### config.mk
export PLATFORM = sky130hd
export DESIGN_NAME = cpu_ctrl_fsm_flat
export DESIGN_NICKNAME = d
export VERILOG_FILES = /design/src/rtl/cpu_ctrl_fsm_if.sv /design/src/rtl/cpu_ctrl_fsm.sv /design/src/flat_wrapper.sv
export SDC_FILE = /design/constraint.sdc
export NUM_CORES = 1
export LEC_CHECK = 0
export ABC_AREA = 1
export BUFFER_PORTS_ARGS = -buffer_cell sky130_fd_sc_hd__clkbuf_2
export CORE_UTILIZATION = 52
export CTS_CLUSTER_SIZE = 8
export DETAILED_ROUTE_END_ITERATION = 12
export PLACE_DENSITY = 0.78
export SLEW_MARGIN = 20
export SYNTH_ARGS = -nofsm -noshare
export SYNTH_HDL_FRONTEND = slang
export SYNTH_SLANG_ARGS = --single-unit
### constraint.sdc
create_clock -name clk -period 3.3 [get_ports clk]
set_clock_uncertainty 0.1 [all_clocks]
set_input_delay 0.33 -clock clk [delete_from_list [all_inputs] [get_ports clk]]
set_output_delay 0.33 -clock clk [all_outputs]
set_load 0.1 [all_outputs]
### src/rtl/cpu_ctrl_fsm_if.sv
// Signal bundle between the instruction decoder/datapath and the multicycle
// control FSM. The controller uses the slave modport, the decoder/datapath
// side uses the master modport.
//
// Handshake: there is no valid/ready pair and no back-pressure. The decoder
// must hold i_type/i_wb/i_cond_true valid during the DECODE state, when they
// are captured. o_instr_done is a one-cycle retire pulse in the last state of
// each instruction. i_halt is only acted on at instruction boundaries and
// while halted.
interface cpu_ctrl_fsm_if;
  logic [1:0] i_type;
  logic       i_wb;
  logic       i_cond_true;
  logic       i_halt;
  logic       o_pce;
  logic       o_lscntl;
  logic       o_we;
  logic       o_i_en;
  logic       o_s_muximm;
  logic       o_reg_wen;
  logic       o_flags_en;
  logic       o_s_mem_to_bus;
  logic       o_npc_ctrl;
  logic       o_mem_pc_ctrl;
  logic       o_instr_done;
  logic [3:0] o_state;

  modport master (
    output i_type, i_wb, i_cond_true, i_halt,
    input  o_pce, o_lscntl, o_we, o_i_en, o_s_muximm, o_reg_wen, o_flags_en,
           o_s_mem_to_bus, o_npc_ctrl, o_mem_pc_ctrl, o_instr_done, o_state
  );

  modport slave (
    input  i_type, i_wb, i_cond_true, i_halt,
    output o_pce, o_lscntl, o_we, o_i_en, o_s_muximm, o_reg_wen, o_flags_en,
           o_s_mem_to_bus, o_npc_ctrl, o_mem_pc_ctrl, o_instr_done, o_state
  );
endinterface

### src/rtl/cpu_ctrl_fsm.sv
// Multicycle control FSM for the 16-bit CPU: fetch, decode, ALU execute,
// load/store and jump-and-link, with configurable fetch/RAM wait states,
// conditional jumps and halt at instruction boundaries. Outputs are Moore,
// decoded from the state and the fields captured at decode.
module cpu_ctrl_fsm #(
  parameter int FETCH_LAT = 1,
  parameter int MEM_LAT   = 1,
  parameter int JMP_COND  = 1
) (
  input  logic           clk,
  input  logic           reset,
  cpu_ctrl_fsm_if.slave  io_bus
);

  typedef enum logic [3:0] {
    S_FETCH      = 4'd0,
    S_DECODE     = 4'd1,
    S_EXEC       = 4'd2,
    S_MEM_SETUP  = 4'd3,
    S_MEM_ACC    = 4'd4,
    S_MEM_DONE   = 4'd5,
    S_JMP_LINK   = 4'd6,
    S_JMP_SETTLE = 4'd7,
    S_HALTED     = 4'd8
  } state_t;

  localparam logic [3:0] C_FETCH_LOAD = 4'(FETCH_LAT - 1);
  localparam logic [3:0] C_MEM_LOAD   = 4'(MEM_LAT - 1);

  state_t     r_state;
  state_t     w_next;
  logic [3:0] r_wait_cnt;
  logic [1:0] r_type_q;
  logic       r_wb_q;
  logic       r_taken_q;
  logic       w_taken;

  logic w_pce, w_lscntl, w_we, w_i_en, w_s_muximm, w_reg_wen, w_flags_en;
  logic w_s_mem_to_bus, w_npc_ctrl, w_mem_pc_ctrl, w_instr_done;

  // With conditional jumps disabled every jType is taken.
  assign w_taken = (JMP_COND != 0) ? io_bus.i_cond_true : 1'b1;

  // State register, wait-state counter and decode-time capture of the instruction fields.
  always_ff @(posedge clk) begin
    if (reset) begin
      r_state    <= S_FETCH;
      r_wait_cnt <= C_FETCH_LOAD;
      r_type_q   <= 2'b00;
      r_wb_q     <= 1'b0;
      r_taken_q  <= 1'b0;
    end else begin
      r_state <= w_next;
      if (w_next == S_FETCH && r_state != S_FETCH)
        r_wait_cnt <= C_FETCH_LOAD;
      else if (w_next == S_MEM_ACC && r_state != S_MEM_ACC)
        r_wait_cnt <= C_MEM_LOAD;
      else if (r_wait_cnt != 4'd0)
        r_wait_cnt <= r_wait_cnt - 4'd1;
      if (r_state == S_DECODE) begin
        r_type_q  <= io_bus.i_type;
        r_wb_q    <= io_bus.i_wb;
        r_taken_q <= w_taken;
      end
    end
  end

  // Next-state selection; unused encodings recover to FETCH.
  always_comb begin
    w_next = S_FETCH;
    case (r_state)
      S_FETCH:     w_next = (r_wait_cnt == 4'd0) ? S_DECODE : S_FETCH;
      S_DECODE: begin
        case (io_bus.i_type)
          2'b00, 2'b01: w_next = S_EXEC;
          2'b10:        w_next = S_MEM_SETUP;
          default:      w_next = S_JMP_LINK;
        endcase
      end
      S_MEM_SETUP: w_next = S_MEM_ACC;
      S_MEM_ACC:   w_next = (r_wait_cnt == 4'd0) ? S_MEM_DONE : S_MEM_ACC;
      S_JMP_LINK:  w_next = S_JMP_SETTLE;
      S_EXEC, S_MEM_DONE, S_JMP_SETTLE:
                   w_next = io_bus.i_halt ? S_HALTED : S_FETCH;
      S_HALTED:    w_next = io_bus.i_halt ? S_HALTED : S_FETCH;
      default:     w_next = S_FETCH;
    endcase
  end

  // Datapath control decode; s_muxImm in DECODE follows the live type so the
  // immediate reaches the ALU input one cycle early.
  always_comb begin
    w_pce          = 1'b0;
    w_lscntl       = 1'b0;
    w_we           = 1'b0;
    w_i_en         = 1'b0;
    w_s_muximm     = 1'b0;
    w_reg_wen      = 1'b0;
    w_flags_en     = 1'b0;
    w_s_mem_to_bus = 1'b0;
    w_npc_ctrl     = 1'b0;
    w_mem_pc_ctrl  = 1'b0;
    w_instr_done   = 1'b0;
    case (r_state)
      S_FETCH: begin
        w_i_en   = 1'b1;
        w_lscntl = 1'b1;
      end
      S_DECODE: begin
        w_lscntl   = 1'b1;
        w_s_muximm = (io_bus.i_type == 2'b01);
      end
      S_EXEC: begin
        w_pce        = 1'b1;
        w_lscntl     = 1'b1;
        w_s_muximm   = (r_type_q == 2'b01);
        w_reg_wen    = r_wb_q;
        w_flags_en   = 1'b1;
        w_instr_done = 1'b1;
      end
      S_MEM_ACC: begin
        w_we           = r_wb_q;
        w_reg_wen      = ~r_wb_q;
        w_s_mem_to_bus = ~r_wb_q;
      end
      S_MEM_DONE: begin
        w_pce        = 1'b1;
        w_lscntl     = 1'b1;
        w_instr_done = 1'b1;
      end
      S_JMP_LINK: begin
        w_pce          = 1'b1;
        w_lscntl       = 1'b1;
        w_npc_ctrl     = r_taken_q;
        w_reg_wen      = r_wb_q & r_taken_q;
        w_s_mem_to_bus = r_wb_q & r_taken_q;
        w_mem_pc_ctrl  = r_wb_q & r_taken_q;
      end
      S_JMP_SETTLE: begin
        w_lscntl     = 1'b1;
        w_instr_done = 1'b1;
      end
      S_HALTED:    w_lscntl = 1'b1;
      default:     w_lscntl = 1'b0;
    endcase
  end

  assign io_bus.o_pce          = w_pce;
  assign io_bus.o_lscntl       = w_lscntl;
  assign io_bus.o_we           = w_we;
  assign io_bus.o_i_en         = w_i_en;
  assign io_bus.o_s_muximm     = w_s_muximm;
  assign io_bus.o_reg_wen      = w_reg_wen;
  assign io_bus.o_flags_en     = w_flags_en;
  assign io_bus.o_s_mem_to_bus = w_s_mem_to_bus;
  assign io_bus.o_npc_ctrl     = w_npc_ctrl;
  assign io_bus.o_mem_pc_ctrl  = w_mem_pc_ctrl;
  assign io_bus.o_instr_done   = w_instr_done;
  assign io_bus.o_state        = r_state;

endmodule

### src/flat_wrapper.sv
// flat-port wrapper written by rule: the top's interface ports become plain ports
module cpu_ctrl_fsm_flat 
#(
  parameter int FETCH_LAT = 1,
  parameter int MEM_LAT   = 1,
  parameter int JMP_COND  = 1
)
  (clk, reset, io_bus_i_type, io_bus_i_wb, io_bus_i_cond_true, io_bus_i_halt, io_bus_o_pce, io_bus_o_lscntl, io_bus_o_we, io_bus_o_i_en, io_bus_o_s_muximm, io_bus_o_reg_wen, io_bus_o_flags_en, io_bus_o_s_mem_to_bus, io_bus_o_npc_ctrl, io_bus_o_mem_pc_ctrl, io_bus_o_instr_done, io_bus_o_state);
  cpu_ctrl_fsm_if io_bus_i ();
  input  logic clk;
  input  logic reset;
  input wire logic [$bits(io_bus_i.i_type)-1:0] io_bus_i_type;
  input wire logic [$bits(io_bus_i.i_wb)-1:0] io_bus_i_wb;
  input wire logic [$bits(io_bus_i.i_cond_true)-1:0] io_bus_i_cond_true;
  input wire logic [$bits(io_bus_i.i_halt)-1:0] io_bus_i_halt;
  output wire logic [$bits(io_bus_i.o_pce)-1:0] io_bus_o_pce;
  output wire logic [$bits(io_bus_i.o_lscntl)-1:0] io_bus_o_lscntl;
  output wire logic [$bits(io_bus_i.o_we)-1:0] io_bus_o_we;
  output wire logic [$bits(io_bus_i.o_i_en)-1:0] io_bus_o_i_en;
  output wire logic [$bits(io_bus_i.o_s_muximm)-1:0] io_bus_o_s_muximm;
  output wire logic [$bits(io_bus_i.o_reg_wen)-1:0] io_bus_o_reg_wen;
  output wire logic [$bits(io_bus_i.o_flags_en)-1:0] io_bus_o_flags_en;
  output wire logic [$bits(io_bus_i.o_s_mem_to_bus)-1:0] io_bus_o_s_mem_to_bus;
  output wire logic [$bits(io_bus_i.o_npc_ctrl)-1:0] io_bus_o_npc_ctrl;
  output wire logic [$bits(io_bus_i.o_mem_pc_ctrl)-1:0] io_bus_o_mem_pc_ctrl;
  output wire logic [$bits(io_bus_i.o_instr_done)-1:0] io_bus_o_instr_done;
  output wire logic [$bits(io_bus_i.o_state)-1:0] io_bus_o_state;
  assign io_bus_i.i_type = io_bus_i_type;
  assign io_bus_i.i_wb = io_bus_i_wb;
  assign io_bus_i.i_cond_true = io_bus_i_cond_true;
  assign io_bus_i.i_halt = io_bus_i_halt;
  assign io_bus_o_pce = io_bus_i.o_pce;
  assign io_bus_o_lscntl = io_bus_i.o_lscntl;
  assign io_bus_o_we = io_bus_i.o_we;
  assign io_bus_o_i_en = io_bus_i.o_i_en;
  assign io_bus_o_s_muximm = io_bus_i.o_s_muximm;
  assign io_bus_o_reg_wen = io_bus_i.o_reg_wen;
  assign io_bus_o_flags_en = io_bus_i.o_flags_en;
  assign io_bus_o_s_mem_to_bus = io_bus_i.o_s_mem_to_bus;
  assign io_bus_o_npc_ctrl = io_bus_i.o_npc_ctrl;
  assign io_bus_o_mem_pc_ctrl = io_bus_i.o_mem_pc_ctrl;
  assign io_bus_o_instr_done = io_bus_i.o_instr_done;
  assign io_bus_o_state = io_bus_i.o_state;
  cpu_ctrl_fsm #(.FETCH_LAT(FETCH_LAT), .MEM_LAT(MEM_LAT), .JMP_COND(JMP_COND)) u_core (.clk(clk), .reset(reset), .io_bus(io_bus_i));
endmodule
-- After elaboration in Yosys (flattened, before gate mapping)
Index checks and enable logic that the tools add are counted.
- latch bits: 0
- ROM bits: 0
- memories kept: 0
- word-level logic and storage cells: 51
- bits in registers: 12
- RAM bits: 0
- input port bits: 7
- output and inout bits: 15
- bitwise operators: 2
- $lt $le $gt $ge: 0
- divide/modulo/power cells: 0
- multipliers: 0
- shifts and indexed selects: 0
- multiplexer cells: 16
- eq/ne operators: 13
- reductions and logical operators: 14
- add/sub/neg operators: 1
- operators by type and width (kind ; number):
    $pmux W4 S6 ; 1
    $eq A4 B3 Y1 const B ; 5
    $logic_not A4 Y1 ; 3
    $mux W1 ; 10
    $reduce_or A3 Y1 ; 3
    $eq A4 B2 Y1 const B ; 2
    $reduce_bool A4 Y1 ; 2
    $reduce_or A7 Y1 ; 1
    $pmux W3 S2 ; 1
    $eq A2 B1 Y1 const B ; 2
    $eq A4 B1 Y1 const B ; 1
    $eq A4 B4 Y1 const B ; 1
    $mux W4 ; 1
    $ne A4 B3 Y1 const B ; 1
    $pmux W1 S2 ; 2
    $reduce_or A4 Y1 ; 1
    $sub A4 B1 Y4 const B ; 1
    $pmux W1 S3 ; 1
    $eq A2 B2 Y1 const B ; 1
    $logic_and A1 B1 Y1 ; 2
    $logic_not A2 Y1 ; 1
    $reduce_or A2 Y1 ; 1
    $and A1 B1 Y1 ; 1
    $not A1 Y1 ; 1

-- Logic depth before layout (Yosys ltp)
- word-level depth: 7
- depth in mapped cells: 8

-- Least setup slack after synthesis
Ideal clock, no wire load.
- kind: reg-to-output
- from: register u_core.r_state[1] (netlist: u_core.io_bus.o_state[1])
- to: output port io_bus_o_lscntl
- data required time: 2.870 ns
- path buffers: 0
- stages on the path, launching flop included: 5
- setup slack: -0.828 ns
- data arrival time: 3.698 ns
- path through: dfxtp_1 -> nand2_2 -> o21ai_1 -> a21oi_1 -> o211ai_1
- cells in the longest elaborated chain, start to end: 3
- RTL lines (item ; line ; RTL):
    start: declaration ; cpu_ctrl_fsm.sv:30 ; state_t r_state;
    start signal: assignment ; cpu_ctrl_fsm.sv:53 ; r_state <= w_next;
    $eq A4 B4 Y1 (tied with other cells) ; cpu_ctrl_fsm.sv:104 ; case (r_state)
    $reduce_or A7 Y1 (no source line) * ; - ;
    $mux W1 * ; cpu_ctrl_fsm.sv:104 ;
    end: declaration ; flat_wrapper.sv:17 ; output wire logic [$bits(io_bus_i.o_lscntl)-1:0] io_bus_o_lscntl;
Mark *: on every way between the ends. The rest lies on a longest branch, timed or not.

-- Worst setup path in the final report
- from: register u_core.r_state[1] (netlist: u_core.io_bus.o_state[1])
- to: output port io_bus_o_reg_wen
- cells in the longest elaborated chain, start to end: 2
- RTL lines (item ; line ; RTL):
    $eq A4 B3 Y1 / $eq A4 B2 Y1 (equally long branches) ; cpu_ctrl_fsm.sv:104 ;
    $pmux W1 S3 * ; cpu_ctrl_fsm.sv:104 ;
    end: declaration ; flat_wrapper.sv:21 ; output wire logic [$bits(io_bus_i.o_reg_wen)-1:0] io_bus_o_reg_wen;
Marked as above.

==> flow_summary.ini <==
[yosys]
synth_top_cell_by_area = dfxtp_1
synth_warnings = 0
syn_nets = 106
synth_enable_flop_cells = 0
synth_cells = 97
synthTopCellsByCount = nand2_1, nor2_1, dfxtp_1, inv_1, a21oi_1
synth.distinct_cells = 25
synth-seq-cells = 12
synth.most_common_cell = nand2_1
ys_top_cells_by_area = dfxtp_1, nand2_1, nor2_1, inv_1, nor2_4
syn_area_sq_um = 708
syn_area_per_cell_sq_um = 7.30
async_reset_ff_share_pct = 0
seq_area_frac_synth_pct = 33.9
synth_ff_type = dfxtp_1
synth_top_area_share_pct = 33.9

[critical_path]
critPathSlowestCell = dfxtp_1
critPathArrivalTime_ps = 1850
cp_cell_sequence = nand2_2 > nor2_4 > nand3_2 > o21ai_2 > o21bai_2 > clkbuf_2
crit_path_max_incr_delay_ps = 500
cp_num_buf_inv = 1
worstSetupPathType = reg -> out
worstSetupStartpointType = flip-flop
worstSetupEndpointType = output port
rrSetupSlack_ps = 1940
path_max_fanout = 7
worstPathRequired_ps = 2870
cp_top_family = flip-flops

[clock_tree]
post_cts_buffers = 0
holdBufCountCts = 0
cts_resized = 0
worstSkewPairLatency_ps = 270
clkTransAtPathRegs_ps = 70
cts-root-buf = clkbuf_4
cts_tree = built
clockBufferDepth = 2
cts_buffers = 3
clock-sinks = 12
htreeDepth = 1

[global_routing]
grt_pass1_vias = 558
grt_remaining_overflow = 0
global_route.usage.total_pct = 22.4
antenna_found_initial = 0
grt_max_degree = 9
grt_pass1_wl_um = 2280

[drt]
vias_per_cell = 5.10
drt_first_pass_iters = 4
wl_met2_um = 624
route.detailed.drc = 0
wl_um = 1400
wl_met3_um = 93
ant_nets = 0
dr.first_iter.drc_count = 15
drt-wirelength-per-cell_um = 10.3
routedLengthMet1_um = 670
vias = 694
highest_layer = met4

[timing]
hold_viol_final = 0
final.setup.tns_ps = 0
slew_headroom_pct = 63.9
finalSetupViolations = 0
drv_slew = 0
period_needed_ps = 2280
max_slew.worst_pin.slew_ps = 544
layout_worst_path_cycle_share_pct = 69.1
rsz0062_at_grt = no
max_freq_mhz = 438

[placement]
io_buffers = 21
globalplace.congestion = 0.767
dpl_cell_area_sq_um = 847
dpl.hpwl_um = 1160

[floorplanning]
start_util_pct = 59.7
die_y_um = 38.9
io-pin-count = 22
fp.dieArea_sq_um = 1510
core_area_sq_um = 1190
rows = 12
dieWidth_um = 38.9

[final_layout]
fin_nets = 132
syn_to_final_growth_pct = 24.7
design_area_sq_um = 883
n_antenna_cell = 0
drive_above_1_share_pct = 40.2

[outcome]
outcome = completed

[pwr]
p_per_area_nw_per_um2 = 1110
total_power_w = 0.000980
leakagePower_nw = 0.454
ir_drop_v = 0.000742

[min_path]
hp-class = in -> reg

[run]
cap_violations = 0
-- cell usage in the layout (no fill, tap or decap), drive strengths merged --
master / n
clkbuf: 25
nand2: 20
nor2: 18
inv: 15
dfxtp: 12
o21ai: 8
a21oi: 5
nand3: 5
nor3: 3
o22ai: 2
ha: 2
o21bai: 1
clkinv: 1
o211ai: 1
or2: 1
mux2i: 1
xor2: 1
a31oi: 1
-- metrics by stage --
stage	cells	utilization (%)	setup WS, ps	hold WS [ps]
3_5_place_dp	132	71.4	1310	359
2_1_floorplan	97	-	-289	299
4_1_cts	136	74.5	1000	186
3_3_place_gp	132	71.4	1330	362
6_report	136	74.5	1020	192
5_1_grt	136	74.5	894	191
-- worst min-delay path, cell delays in order --
cell,delay (ps)
clkbuf_2,80
nand2_2,70
nor2_1,40
-- cell type report --
type	count	area (sq um)
Clock buffer	4	36.3
Fill cell	95	303
Inverter	16	65.1
Multi-Input combinational cell	69	419
Sequential cell	12	240
Tap cell	14	17.5
Timing Repair Buffer	21	105
-- state kept, by name, indices dropped and copies added (netlist names) --
register               flops
u_core.r_type_q            2
u_core.r_wait_cnt          4
u_core.r_taken_q           1
u_core.io_bus.o_state      4
u_core.r_wb_q              1
-- where the power goes --
group	switching (W)	leakage [nW]	internal, W
Sequential	0.0000480	0.0984	0.000191
Clock	0.0000478	0.0210	0.0000670
Combinational	0.000480	0.334	0.000146
-- path summary, 6_finish.rpt --
path                                               start                        to  cells after the start
worst max-delay path            u_core.io_bus.o_state[1]          io_bus_o_reg_wen                      6
worst min-delay path                       io_bus_i_halt  u_core.io_bus.o_state[3]                      3
worst max register to register  u_core.io_bus.o_state[0]      u_core.r_wait_cnt[2]                      7
worst min register to register        u_core.r_type_q[1]        u_core.r_type_q[1]                      2
-- layer usage --
layer	up-vias	global-route usage (%)
met4	0	5.17
met3	2	9.25
met2	21	32.1
li1	363	-
met5	-	0
met1	308	30.9
-- cell families after synthesis --
| family | Yosys count | share of synthesized area, % |
|---|---|---|
| XOR/XNOR | 1 | 1.24 |
| flip-flops | 12 | 33.9 |
| buffers and inverters | 16 | 9.19 |
| adder cells (fa/ha/maj) | 2 | 3.53 |
| AND/OR/NAND/NOR | 47 | 36.2 |
| multiplexers | 1 | 1.41 |
| AO/OA/AOI/OAI | 18 | 14.5 |
Note: power is estimated with default switching activity, not from simulation.
